**src/rtl/inst_byte_fetcher_pkg.sv**
```systemverilog
// Shared types for the byte-serial instruction fetch front end.
// Fetch-queue entries pair a returned byte with the address it came from.
package inst_byte_fetcher_pkg;

  typedef logic [7:0]  inst_t;
  typedef logic [31:0] addr_t;

  typedef struct packed {
    inst_t inst;
    addr_t pc;
  } fq_entry_t;

  localparam int unsigned FQ_DEPTH_DEF = 4;

endpackage

```
**src/rtl/inst_byte_fetcher_fifo.sv**
```systemverilog
// First-word-fall-through queue of fetched bytes.
// Head entry is visible combinationally; clear empties it in one cycle.
module fetch_byte_fifo
  import inst_byte_fetcher_pkg::*;
#(
  parameter  int unsigned DEPTH = FQ_DEPTH_DEF,
  localparam int unsigned AW    = $clog2(DEPTH)
) (
  input  logic      clk,
  input  logic      rst,
  input  logic      i_push,
  input  fq_entry_t i_wdata,
  input  logic      i_pop,
  input  logic      i_clear,
  output fq_entry_t o_rdata,
  output logic [AW:0] o_count,
  output logic      o_full,
  output logic      o_empty
);

  fq_entry_t     r_mem [DEPTH];
  logic [AW-1:0] r_wr_ptr;
  logic [AW-1:0] r_rd_ptr;
  logic [AW:0]   r_count;
  logic          w_push;
  logic          w_pop;

  assign o_full  = (r_count == (AW+1)'(DEPTH));
  assign o_empty = (r_count == '0);
  assign o_count = r_count;
  assign o_rdata = r_mem[r_rd_ptr];

  assign w_push = i_push & ~o_full;
  assign w_pop  = i_pop & ~o_empty;

  always_ff @(posedge clk) begin
    if (rst || i_clear) begin
      r_wr_ptr <= '0;
      r_rd_ptr <= '0;
      r_count  <= '0;
    end else begin
      if (w_push) r_wr_ptr <= r_wr_ptr + AW'(1);
      if (w_pop)  r_rd_ptr <= r_rd_ptr + AW'(1);
      unique case ({w_push, w_pop})
        2'b10:   r_count <= r_count + (AW+1)'(1);
        2'b01:   r_count <= r_count - (AW+1)'(1);
        default: r_count <= r_count;
      endcase
    end
  end

  // Storage carries no reset so it can map onto plain register files.
  always_ff @(posedge clk) begin
    if (w_push && !rst && !i_clear) r_mem[r_wr_ptr] <= i_wdata;
  end

  always @(posedge clk) begin
    if (!rst && !i_clear) begin
      assert (!(i_push && o_full));
      assert (!(i_pop && o_empty));
    end
  end

endmodule

```
**src/rtl/inst_byte_fetcher.sv**
```systemverilog
// Byte-serial instruction fetcher: credit-limited memory reads,
// an in-flight tracking pipe and a FWFT queue feeding the decoder.
module inst_byte_fetcher
  import inst_byte_fetcher_pkg::*;
#(
  parameter int unsigned       ADDR_W       = 32,
  parameter int unsigned       LOAD_LATENCY = 1,
  parameter int unsigned       FQ_DEPTH     = FQ_DEPTH_DEF,
  parameter logic [ADDR_W-1:0] RESET_PC     = '0
) (
  input  logic              clk,
  input  logic              rst,
  output logic              mem_en,
  output logic [ADDR_W-1:0] mem_addr,
  input  logic [7:0]        mem_rdata,
  output logic [7:0]        inst,
  output logic [ADDR_W-1:0] pc,
  output logic              valid,
  input  logic              stall,
  input  logic              flush,
  input  logic [ADDR_W-1:0] flush_pc
);

  localparam int unsigned CW = $clog2(FQ_DEPTH) + 1;
  localparam int unsigned IW = $clog2(LOAD_LATENCY + 1);
  localparam int unsigned SW = CW + 1;

  logic [ADDR_W-1:0]       r_fetch_pc;
  logic [LOAD_LATENCY-1:0] r_live;
  logic [ADDR_W-1:0]       r_ppc [LOAD_LATENCY];
  logic                    r_flush_d;

  logic [ADDR_W-1:0] w_fetch_pc_nxt;
  logic [IW-1:0]     w_inflight;
  logic [CW-1:0]     w_count;
  logic [SW-1:0]     w_used;
  logic              w_issue;
  logic              w_push;
  logic              w_pop;
  logic              w_valid;
  logic              w_full;
  logic              w_empty;
  fq_entry_t         w_wdata;
  fq_entry_t         w_head;

  always_comb begin
    w_inflight = '0;
    for (int i = 0; i < LOAD_LATENCY; i++) begin
      w_inflight = w_inflight + IW'(r_live[i]);
    end
  end

  // Credit counts queued plus in-flight bytes; no pop lookahead.
  assign w_used  = SW'(w_count) + SW'(w_inflight);
  assign w_issue = ~rst & ~flush & (w_used < SW'(FQ_DEPTH));

  assign w_push  = r_live[LOAD_LATENCY-1] & ~flush;
  assign w_wdata = '{inst: mem_rdata, pc: addr_t'(r_ppc[LOAD_LATENCY-1])};

  assign w_valid = ~rst & ~w_empty & ~r_flush_d;
  assign w_pop   = w_valid & ~stall;

  always_comb begin
    w_fetch_pc_nxt = r_fetch_pc;
    unique case (1'b1)
      flush:   w_fetch_pc_nxt = flush_pc;
      w_issue: w_fetch_pc_nxt = r_fetch_pc + ADDR_W'(1);
      default: ;
    endcase
  end

  always_ff @(posedge clk) begin
    if (rst) begin
      r_fetch_pc <= RESET_PC;
      r_flush_d  <= 1'b0;
    end else begin
      r_fetch_pc <= w_fetch_pc_nxt;
      r_flush_d  <= flush;
    end
  end

  always_ff @(posedge clk) begin
    if (rst || flush) begin
      r_live <= '0;
    end else begin
      r_live[0] <= w_issue;
      for (int i = 1; i < LOAD_LATENCY; i++) begin
        r_live[i] <= r_live[i-1];
      end
    end
  end

  always_ff @(posedge clk) begin
    r_ppc[0] <= r_fetch_pc;
    for (int i = 1; i < LOAD_LATENCY; i++) begin
      r_ppc[i] <= r_ppc[i-1];
    end
  end

  fetch_byte_fifo #(
    .DEPTH (FQ_DEPTH)
  ) u_fifo (
    .clk     (clk),
    .rst     (rst),
    .i_push  (w_push),
    .i_wdata (w_wdata),
    .i_pop   (w_pop),
    .i_clear (flush),
    .o_rdata (w_head),
    .o_count (w_count),
    .o_full  (w_full),
    .o_empty (w_empty)
  );

  always @(posedge clk) begin
    if (!rst && !flush) assert (!(w_push && w_full));
  end

  assign mem_en   = w_issue;
  assign mem_addr = r_fetch_pc;
  assign valid    = w_valid;
  assign inst     = rst ? '0 : w_head.inst;
  assign pc       = rst ? '0 : w_head.pc[ADDR_W-1:0];

endmodule

```
**config.mk**
```make
export PLATFORM = sky130hd
export DESIGN_NAME = inst_byte_fetcher
export DESIGN_NICKNAME = d
export VERILOG_FILES = /design/src/rtl/inst_byte_fetcher_pkg.sv /design/src/rtl/inst_byte_fetcher_fifo.sv /design/src/rtl/inst_byte_fetcher.sv
export SDC_FILE = /design/constraint.sdc
export NUM_CORES = 1
export LEC_CHECK = 0
export ABC_AREA = 1
export CELL_PAD_IN_SITES_DETAIL_PLACEMENT = 1
export CELL_PAD_IN_SITES_GLOBAL_PLACEMENT = 1
export CORE_ASPECT_RATIO = 0.8
export CORE_MARGIN = 2
export CORE_UTILIZATION = 29
export DETAILED_ROUTE_END_ITERATION = 16
export PLACE_DENSITY_LB_ADDON = 0.1
export SETUP_SLACK_MARGIN = 0.1
export SYNTH_ARGS = -nofsm -noshare
export SYNTH_HDL_FRONTEND = slang
export SYNTH_SLANG_ARGS = --single-unit
```
**constraint.sdc**
```tcl
create_clock -name clk -period 4.19 [get_ports clk]
set_clock_uncertainty 0.2 [all_clocks]
set_input_delay 0.6285 -clock clk [delete_from_list [all_inputs] [get_ports clk]]
set_output_delay 0.6285 -clock clk [all_outputs]
set_load 0.1 [all_outputs]
```
==> Word-level counts from Yosys, hierarchy flattened <==
Memories as Yosys holds them, arrays and structs flattened. A register that Yosys moved wholly into a read port is not among the register bits.
Index checks and enable logic that the tools add are counted.
{ "totals": {"n_memories": 2, "ramBits": 192, "input_bits": 44, "regBits": 41, "output_inout_bits": 74, "elab_cells": 48} }
{ "op_classes": {"n_lt_le_gt_ge": 1, "mux": 8, "bitwise_logic": 14, "n_eq_ne": 3, "n_addsub": 6, "n_reduce_logical": 8} }
{ "mem_list": {"columns": ["name", "words", "width", "rd", "rd_ports_with_merged_regs", "write_ports", "line", "rtl"], "rows": [
  ["u_fifo.r_mem", 4, 40, 1, 1, 1, "inst_byte_fetcher_fifo.sv:21", "fq_entry_t r_mem [DEPTH];"],
  ["r_ppc", 1, 32, 1, 0, 1, "inst_byte_fetcher.sv:30", "logic [ADDR_W-1:0] r_ppc [LOAD_LATENCY];"]
]} }
{ "ops": {"columns": ["cell", "n"], "rows": [
  ["$pmux 32 s2", 1],
  ["$add 32x1->32 const B", 1],
  ["$mux 32", 1],
  ["$and 1x1->1", 8],
  ["$mux 8", 1],
  ["$not 1->1", 6],
  ["$pmux 3 s2", 1],
  ["$add 2x1->2 const B", 2],
  ["$add 3x1->4", 1],
  ["$lt 4x3->1 const B", 1],
  ["$mux 2", 2],
  ["$reduce_bool 2->1", 2],
  ["$add 3x1->3 const B", 1],
  ["$eq 3x3->1 const B", 1],
  ["$logic_not 3->1", 1],
  ["$sub 3x1->3 const B", 1],
  ["$eq 2x1->1 const B", 1],
  ["$eq 2x2->1 const B", 1],
  ["$logic_and 1x1->1", 2],
  ["$logic_not 1->1", 2],
  ["$mux 1", 2],
  ["$logic_or 1x1->1", 1]
]} }

==> Depth between registers and ports, before layout <==
Gate-level depths: netlist of the first run.
{ "logic_depth": {"ltp_word": 8, "depth_mapped": 10, "ltp_nobuf": 10} }

==> Modules after synthesis <==
A second synthesis of the first run with hierarchy kept.
{ "hier_totals": {"hier_cells": 1021, "hier_area_um2": 10094.7} }
{ "by_module_without_submodules": {"columns": ["module", "area_per_inst_um2", "cells_per_inst", "seq_area_each_um2", "instances"], "rows": [
  ["fetch_byte_fifo", 6600.1, 463, 4984.8, 1],
  ["inst_byte_fetcher", 3494.6, 558, 1321.3, 1]
]} }

==> Worst setup path before layout of the first run <==
OpenSTA, ideal clock, no wires.
{ "synth_timing": {"kind": "input to output", "startpoint": "in rst", "endpoint": "out valid", "stages": 3, "required_ps": 3362, "path_buffers": 2, "path_slack_ps": 332, "t_arrival_ps": 3030, "path_cell_list": "buf_6 > clkbuf_1 > nor3_1"} }
{ "synth_via": {"elab_chain_cells": 3} }
{ "synth_rtl": {"columns": ["element", "line", "rtl"], "rows": [
  ["from (decl)", "inst_byte_fetcher.sv:12", "input logic rst,"],
  ["$not 1->1", "inst_byte_fetcher.sv:60", "assign w_valid = ~rst & ~w_empty & ~r_flush_d;"],
  ["$and 1x1->1 (2 in a row)", "inst_byte_fetcher.sv:60", null],
  ["to (decl)", "inst_byte_fetcher.sv:18", "output logic valid,"]
]} }
Every way passes these cells.

==> out/results.txt, run 1 <==
Die H: 167 um
wire per inst: 18.5 um
Post CTS Setup Buffer Count: 0
synth warn: 0
number of enable flip-flop cells after synthesis: 160
Mapped Cells: 994
DR vias/cell: 4.62
largest net degree at the start of global routing: 81
Hold WC Path Type: reg2reg
area share of the largest cell type after synthesis: 49.6%
hold_buf cts: 0
Post-synth top cells: nor2_1 (236), nand2_1 (173), edfxtp_1 (160)
Ports: 118
most frequent cell after synthesis: nor2_1
TNS Setup: 0 ns
Max Freq: 288 MHz
vias in the first global route: 7513
Reg2Reg Depth: 9
# DRC: 0
DRT Pass-1 Iters: 5
Lkg Pwr: 4.46 nW
Slew Limit Headroom: 33.8%
Worst-Margin Slew: 0.990 ns
Setup CP Type: reg2out
initial antenna violation count: 0
Layout Nets: 1165
num rows: 59
full die area: 34900 sq um
dpl cells: 1513
FF+latch count, synth: 235
antenna-violating nets left: 0
CORE AREA: 32700 sq um
syn_area_per_cell: 9.75 sq um
CTS tree: built
Final period util: 82.9%
CTS H-tree depth: 1
Synth async-reset ratio: 0%
area added between synthesis and finish: 31.2%
Multi-input gate area: 2990 sq um
Synth area leaders: edfxtp_1 (50%), dfxtp_1 (15%), nor2_1 (9.1%)
final worst setup slack: 0.717 ns
WP data arrival: 2.64 ns
mapped cell area: 9690 sq um
Clock transition at path regs: 0.06 ns
CTS Buffer Depth: 3
Layout Cells excl Fill: 1561
Yosys top cell by area: edfxtp_1
IR drop worst, VDD: 0.245 mV
worst hold path depth: 0
grt ovf: 0
number of max-cap violations: 0
vias post-DR: 7219
status: finished, final reports clean
hold path startpoint: mem_addr[4]
FF+latch area: 6310 sq um
Syn Nets: 1045
final critical-path required period: 3.47 ns
Synth cell types: 35
Worst Path Required: 3.36 ns
final slew viol count: 0
# setup viols final: 0
flop-to-flop setup slack: 1.73 ns
initial drt markers: 423
CP endpoint kind: output pin
Top FF cell, synth: edfxtp_1
worst-skew pair later-pin latency: 0.54 ns
final hold vios: 0
gr usage total: 16.7%
Seq/Total Area, Yosys: 65.1%
share of cells above drive strength 1: 11.4%
starting density of the core: 29.6%
wire length of the first global-routing pass: 45500 um
n_diodes: 0
clock root buffer: clkbuf_16
post-cts sizing count: 0
DP Worst Slack: 1.11 ns
die width: 208 um
capturing point of the worst reg2reg path: u_fifo.o_count[2]
Power Density: 441 nW/um^2
fillers: 3643
detailed placement HPWL: 19400 um
clk sinks: 235
crit-path max FO: 80
Inserted Clock Buffers: 26
I/O Buffers: 117
worst r2r src: u_fifo.o_count[2]
CP endpoint: pc[16]
RSZ-0062 raised after global routing: no
Routability Congestion: 0.777
WL final: 28900 um
type of origin of the critical path: flop
==> report_power, final <==
group,internal (mW),switching [mW]
Sequential,2.54,0.0825
Clock,1.42,0.972
Combinational,0.176,0.415
==> sequential cells by signal (all words and copies together) (netlist names), named ones only <==
signal	flops
u_fifo.r_rd_ptr	2
u_fifo.o_count	3
mem_addr	32
r_ppc	32
r_flush_d	1
r_live	1
u_fifo.r_mem	160
u_fifo.r_wr_ptr	2
==> worst max-delay path: stages (launching register included) <==
cell,delay (ns)
dfxtp_2,0.33
buf_4,0.66
nor2_1,0.11
nor2_1,0.11
o21ai_0,0.09
a21oi_1,0.44
buf_12,0.24
==> through the flow <==
step	hold slack (ns)	instance area, sq um	power [mW]	util (%)
after global placement	0.224	11800	3.26	36.1
after detailed placement	0.220	11800	3.27	36.1
after global routing	0.250	12700	5.80	38.9
final	0.221	12700	5.60	38.9
after CTS	0.228	12700	5.67	38.9
after floorplan	0.233	9690	3.02	-
==> how the worst min path moves through the flow <==
stage	end
floorplan	flop
global placement	r_ppc[0][4]
detailed placement	r_ppc[0][4]
CTS	r_ppc[0][4]
global route	r_ppc[0][4]
finish	r_ppc[0][4]
==> area by class of cell <==
cell class / count / area share [%]
multi-input cells: 656 / 23.5
well taps: 427 / 4.20
repair buffers: 135 / 13.7
clock inverters: 18 / 1.50
flip-flops and latches: 235 / 49.6
inverters: 60 / 1.79
clock buffers: 30 / 5.65
==> placed cells by master, fill, tap and decap left out, types with 4 or more instances in the layout <==
master           netlist  final
edfxtp_1             160    160
nand3_1               41     41
a31oi_1                9      9
xor2_1                 4      4
a21oi_1               63     63
nor2_1               236    232
o21ai_1               12     12
nand2_1              173    173
nor2_4                 3      7
clkinv_2               0      7
inv_1                 56     56
clkbuf_16              0     28
ha_1                   6      6
dfxtp_1               75     74
o21ai_0               83     83
buf_12                 0     44
buf_4                  2     16
clkdlybuf4s50_1        0     74
==> cells by family after synthesis <==
| logic type | synth area share, % |
|---|---|
| fa+ha+maj | 0.982 |
| simple gates | 19.9 |
| compound gates | 9.23 |
| flops | 65.1 |
| buf+inv | 4.38 |
| xor+xnor | 0.452 |
==> per-layer routing <==
metal	up-vias	GRT usage (%)	wire [um]
met3	33	2.27	1010
met2	117	27.1	12900
met4	0	3.53	501
li1	3570	-	-
met5	-	0	0
met1	3499	24.0	14400
Note: power is estimated with default switching activity, not from simulation.
==> run 2, diff against run 1 <==
==> constraint.sdc (replaced) <==
create_clock -name clk -period 2.9 [get_ports clk]
set_clock_uncertainty 0.2 [all_clocks]
set_input_delay 0.435 -clock clk [delete_from_list [all_inputs] [get_ports clk]]
set_output_delay 0.435 -clock clk [all_outputs]
set_load 0.1 [all_outputs]
==> run 2 against run 1 <==
Effect of this change:
- wire length decreased by 2.1%
- via count decreased by 0.37%
- sequential share of layout area decreased by 0.55 points
- critical path type unchanged
- setup slack got worse by 0.46 ns
- cell count increased by 0.64%
- sequential cell count unchanged
- first-iteration DRC count decreased by 30%
==> out/results.txt, run 2 (same netlist as run 1, synthesis figures left out) <==
status: finished, final reports clean (unchanged)
full die area: 34900 sq um (unchanged)
CORE AREA: 32700 sq um (unchanged)
hold_buf cts: 0 (unchanged)
grt peak-use layer: met2 (unchanged)
Layout Nets: 1175 (was 1165)
Hold WC Path Type: in2reg (was reg2reg)
Post CTS Setup Buffer Count: 0 (unchanged)
Inserted Clock Buffers: 26 (unchanged)
GR Util met1: 23.0% (was 24.0%)
# DRC: 0 (unchanged)
final worst setup slack: 0.253 ns (was 0.717 ns)
initial drt markers: 296 (was 423)
clock root buffer: clkbuf_16 (unchanged)
final slew viol count: 0 (unchanged)
Top reg by flops: u_fifo.r_mem (unchanged)
Cell Area, Placed: 12000 sq um (was 11800 sq um)
flop-to-flop setup slack: 0.52 ns (was 1.73 ns)
fin area: 12900 sq um (was 12700 sq um)
commonest non-fill, non-tap cell in the layout: nor2_1 (unchanged)
number of flip-flops in the largest register: 160 (unchanged)
Clock transition at path regs: 0.06 ns (about the same)
M2 GR Usage: 27.5% (was 27.1%)
wire length of the first global-routing pass: 44100 um (was 45500 um)
vias post-DR: 7192 (was 7219)
CTS tree: built (unchanged)
Worst Path Required: 2.27 ns (was 3.36 ns)
crit-path max FO: 42 (was 80)
Routability Congestion: 0.779 (was 0.777)
wire per inst: 18.0 um (was 18.5 um)
Lkg Pwr: 4.54 nW (was 4.46 nW)
most frequent cells in the layout: nor2_1 (232), nand2_1 (173), edfxtp_1 (160) (unchanged)
Ports: 118 (unchanged)
CTS Buffer Depth: 3 (unchanged)
WP data arrival: 2.01 ns (was 2.64 ns)
IR drop worst, VDD: 0.377 mV (was 0.245 mV)
Max Freq: 378 MHz
detailed placement HPWL: 19100 um (was 19400 um)
RSZ-0062 raised after global routing: no (unchanged)
crit-path leading delay family: buffers and inverters (unchanged)
initial antenna violation count: 0 (unchanged)
WL final: 28300 um (was 28900 um)
final critical-path required period: 2.65 ns
Final period util: 91.3%
CP endpoint kind: output pin (unchanged)
die width: 208 um (unchanged)
WP buf/inv: 3 (was 2)
worst-skew pair later-pin latency: 0.53 ns (was 0.54 ns)
DR vias/cell: 4.58 (was 4.62)
starting density of the core: 29.6% (unchanged)
gr usage total: 16.5% (was 16.7%)
clk sinks: 235 (unchanged)
number of max-cap violations: 0 (unchanged)
num rows: 59 (unchanged)
Worst-Margin Slew: 0.552 ns (was 0.990 ns)
Die H: 167 um (unchanged)
area added between synthesis and finish: 32.7% (was 31.2%)
type of origin of the critical path: flop (unchanged)
crit-path max cell delay: 0.41 ns (was 0.66 ns)
critical path cell sequence: inv_2 > buf_6 > o21ai_0 > a21oi_1 > buf_12 (was buf_4 > nor2_1 > nor2_1 > o21ai_0 > a21oi_1 > buf_12)
fillers: 3610 (was 3643)
met3 usage: 2.21% (was 2.27%)
I/O Buffers: 117 (unchanged)
share of cells above drive strength 1: 17.7% (was 11.4%)
Slew Limit Headroom: 63.1% (was 33.8%)
vias in the first global route: 7423 (was 7513)
Power Density: 608 nW/um^2 (was 441 nW/um^2)
DRT Pass-1 Iters: 4 (was 5)
grt ovf: 0 (unchanged)
n_diodes: 0 (unchanged)
DP Worst Slack: 0.261 ns (was 1.11 ns)
# setup viols final: 0 (unchanged)
CTS H-tree depth: 1 (unchanged)
largest net degree at the start of global routing: 53 (was 81)
antenna-violating nets left: 0 (unchanged)
critical path's slowest cell: dfxtp_4 (was buf_4)
final hold vios: 0 (unchanged)
Setup CP Type: reg2out (unchanged)
==> run 2: cell count changes in the layout (fill, tap and decap cells not counted), moves of 2 or more <==
cell,before,now
a21oi_1,63,26
a21oi_2,2,39
buf_4,16,50
clkdlybuf4s50_1,74,42
clkbuf_1,1,9
buf_12,44,49
buf_6,0,4
clkinv_2,7,3
clkbuf_8,1,4
bufinv_16,3,1
clkbuf_16,28,26
clkinv_1,2,0
==> run 2: final timing paths <==
kind                      from            endpoint  cells after the start
min                        rst   u_fifo.o_count[0]                      4
max                       flop               pc[9]                      5
min reg2reg       mem_addr[31]        r_ppc[0][31]                      0
max reg2reg  u_fifo.o_count[1]  u_fifo.r_mem[0][6]                      5
==> run 2: area by class of cell <==
type / count / area (sq um) / share of cell area (%)
Multi-Input combinational cell: 656 / 3130 / 24.4
Sequential cell: 235 / 6310 / 49.1
Tap cell: 427 / 534 / 4.15
Timing Repair Buffer: 145 / 1820 / 14.2
Clock buffer: 39 / 739 / 5.75
Inverter: 60 / 228 / 1.77
Clock inverter: 9 / 93.8 / 0.730
==> run 2: worst min-delay path, stage by stage <==
cell and delay [ns]:
buf_4 0.18, nor2_8 0.07, o21ai_0 0.06, a21oi_1 0.04
==> run 2: report_power, final <==
| part | internal [mW] | switching, mW |
|---|---|---|
| clock | 1.86 | 1.32 |
| sequential | 3.66 | 0.118 |
| combinational | 0.257 | 0.608 |
| total | 5.78 | 2.04 |
==> run 2: metrics by stage <==
| step | hold WS (ns) | TNS [ns] | total power [mW] | instances | utilization, % |
|---|---|---|---|---|---|
| 2_1_floorplan | 0.233 | -43.31 | 4.37 | 994 | - |
| 3_3_place_gp | 0.253 | 0 | 4.72 | 1523 | 36.7 |
| 3_5_place_dp | 0.253 | 0 | 4.73 | 1523 | 36.7 |
| 4_1_cts | 0.0821 | 0 | 7.94 | 1571 | 39.3 |
| 5_1_grt | 0.119 | 0 | 8.11 | 1571 | 39.3 |
| 6_report | 0.109 | 0 | 7.82 | 1571 | 39.3 |
==> run 2: timing repair <==
action	CTS	global route
gates resized for setup	7	3
hold endpoints to repair	0	0
pin swaps	0	0
endpoints found under the setup margin	11	5
==> run 2: per-layer routing <==
layer | up-vias | part of all wire, %
met4 | 0 | 1.6
met3 | 33 | 3.8
met1 | 3451 | 49
li1 | 3587 | -
met5 | - | 0
met2 | 121 | 46
==> run 3, diff against run 2 <==
--- a/config.mk
+++ b/config.mk
@@ -10,10 +10,11 @@
 export CELL_PAD_IN_SITES_GLOBAL_PLACEMENT = 1
 export CORE_ASPECT_RATIO = 0.8
 export CORE_MARGIN = 2
-export CORE_UTILIZATION = 29
+export CORE_UTILIZATION = 39
 export DETAILED_ROUTE_END_ITERATION = 16
 export PLACE_DENSITY_LB_ADDON = 0.1
 export SETUP_SLACK_MARGIN = 0.1
+export SKIP_CTS_REPAIR_TIMING = 1
 export SYNTH_ARGS = -nofsm -noshare
 export SYNTH_HDL_FRONTEND = slang
 export SYNTH_SLANG_ARGS = --single-unit
==> run 3 against run 2 <==
Effect of this change:
- setup slack worse by 0.077 ns
- cell count down 7.3%
- global-route usage up 4.6 points
- sequential share of layout area up 0.47 points
- fmax down 2.8%
- largest power group unchanged
- highest routed layer unchanged
==> out/results.txt, run 3 (same netlist as run 1, synthesis figures left out) <==
worst-skew pair later-pin latency: 0.53 ns (about the same)
Worst Path Required: 2.27 ns (about the same)
Top reg by flops: u_fifo.r_mem (unchanged)
vias post-DR: 7384 (was 7192)
status: finished, final reports clean (unchanged)
starting density of the core: 39.7% (was 29.6%)
clock share of power: 40.5% (was 40.6%)
worst r2r src: u_fifo.o_count[1] (unchanged)
flop-to-flop setup slack: 0.49 ns (was 0.52 ns)
vias in the first global route: 7758 (was 7423)
CTS H-tree depth: 1 (unchanged)
type of origin of the critical path: flop (unchanged)
Cell Area, Placed: 11800 sq um (was 12000 sq um)
Tot Pwr: 7.80 mW (was 7.82 mW)
clk sinks: 235 (unchanged)
antenna-violating nets left: 0 (unchanged)
fin area: 12700 sq um (was 12900 sq um)
dpl cells: 1408 (was 1523)
Flop pwr share: 48.4% (about the same)
Inserted Clock Buffers: 25 (was 26)
Hold WC Path Type: in2reg (unchanged)
Ports: 118 (unchanged)
share of cells above drive strength 1: 17.7% (about the same)
hold path startpoint: rst (unchanged)
initial drt markers: 511 (was 296)
switching part of the total power: 26.3% (was 26.1%)
number of flip-flops in the largest register: 160 (unchanged)
Setup CP Type: reg2out (unchanged)
area added between synthesis and finish: 31.5% (was 32.7%)
# DRC: 0 (unchanged)
IR drop worst, VDD: 0.530 mV (was 0.377 mV)
Multi-input gate area: 3130 sq um (about the same)
fillers: 2649 (was 3610)
Die H: 145 um (was 167 um)
P_sw: 2.05 mW (was 2.04 mW)
Worst-Margin Slew: 0.570 ns (was 0.552 ns)
largest net degree at the start of global routing: 67 (was 53)
commonest non-fill, non-tap cell in the layout: nor2_1 (unchanged)
final slew viol count: 0 (unchanged)
DR vias/cell: 5.07 (was 4.58)
I/O Buffers: 117 (unchanged)
RSZ-0062 raised after global routing: no (unchanged)
power share of the combinational group: 11.1% (about the same)
most frequent cells in the layout: nor2_1 (232), nand2_1 (173), edfxtp_1 (160) (unchanged)
detailed placement HPWL: 18400 um (was 19100 um)
clock root buffer: clkbuf_16 (unchanged)
gr usage total: 21.0% (was 16.5%)
CTS Buffer Depth: 3 (unchanged)
CTS tree: built (unchanged)
wire length of the first global-routing pass: 43400 um (was 44100 um)
CP endpoint kind: output pin (unchanged)
wire per inst: 19.3 um (was 18.0 um)
full die area: 26100 sq um (was 34900 sq um)
DRT Pass-1 Iters: 5 (was 4)
number of max-cap violations: 0 (unchanged)
Layout Nets: 1171 (was 1175)
Lkg Pwr: 4.55 nW (was 4.54 nW)
crit-path max FO: 15 (was 42)
n_diodes: 0 (unchanged)
Int Pwr: 5.75 mW (was 5.78 mW)
Power Density: 612 nW/um^2 (was 608 nW/um^2)
initial antenna violation count: 0 (unchanged)
grt ovf: 0 (unchanged)
num rows: 51 (was 59)
TNS Setup: 0 ns (unchanged)
Layout Cells excl Fill: 1457 (was 1571)
Routability Congestion: 0.834 (was 0.779)
Max Freq: 367 MHz (was 378 MHz)
WP data arrival: 2.09 ns (was 2.01 ns)
Slew Limit Headroom: 61.8% (was 63.1%)
die width: 180 um (was 208 um)
post-layout utilization of the core: 52.2% (was 39.3%)
CORE AREA: 24400 sq um (was 32700 sq um)
FF+latch area: 6310 sq um (unchanged)
final critical-path required period: 2.72 ns (was 2.65 ns)
# setup viols final: 0 (unchanged)
Clock transition at path regs: 0.06 ns (about the same)
Final period util: 93.9% (was 91.3%)
WL final: 28100 um (was 28300 um)
final hold vios: 0 (unchanged)
-- run 3: cell count changes in the layout (fill, tap and decap cells not counted), sizes merged --
cell | previous run | this run
clkinv | 5 | 7
bufinv | 1 | 0
clkinvlp | 2 | 4
clkbuf | 39 | 37
inv | 61 | 60
buf | 103 | 98
-- run 3: worst paths after layout --
check / end / cells past startpoint
worst min register to register: r_ppc[0][31] / 0
worst max register to register: u_fifo.r_mem[3][30] / 5
worst min-delay path: mem_addr[28] / 3
worst max-delay path: pc[0] / 7
-- run 3: final cells by class --
| type | count | share of cell area, % |
|---|---|---|
| clock inverter | 11 | 0.589 |
| tap | 318 | 3.12 |
| clock buffer | 35 | 5.93 |
| inverter | 60 | 1.84 |
| timing repair buffer | 142 | 14.4 |
| multi-input combinational | 656 | 24.6 |
| sequential | 235 | 49.5 |
-- run 3: power groups by stage --
stage          sequential [mW]  combinational [mW]  clock [mW]
4_1_cts                   3.78               0.870        3.21
5_1_grt                   3.79               0.909        3.35
2_1_floorplan             4.01               0.357           0
3_5_place_dp              3.85               0.867           0
6_report                  3.78               0.864        3.16
3_3_place_gp              3.84               0.859           0
-- run 3: critical path, stage by stage (launching register included) --
cell	delay (ns)
dfxtp_1	0.38
clkinvlp_4	0.12
buf_12	0.16
buf_4	0.18
nor2_1	0.13
o21ai_0	0.12
a21oi_2	0.24
buf_12	0.21
-- run 3: layer usage --
layer	up-vias	global-route usage, %	wire (um)
li1	3578	-	-
met1	3617	28.7	12800
met2	155	35.9	13500
met3	34	2.99	1240
met4	0	4.03	527
met5	-	0	0
-- run 3: stage by stage --
| stage | setup WS (ns) | hold WS, ns |
|---|---|---|
| after floorplan | -0.258 | 0.233 |
| after global placement | 0.298 | 0.240 |
| after detailed placement | 0.287 | 0.241 |
| after CTS | -0.0289 | 0.199 |
| after global routing | 0.106 | 0.207 |
| final | 0.176 | 0.217 |
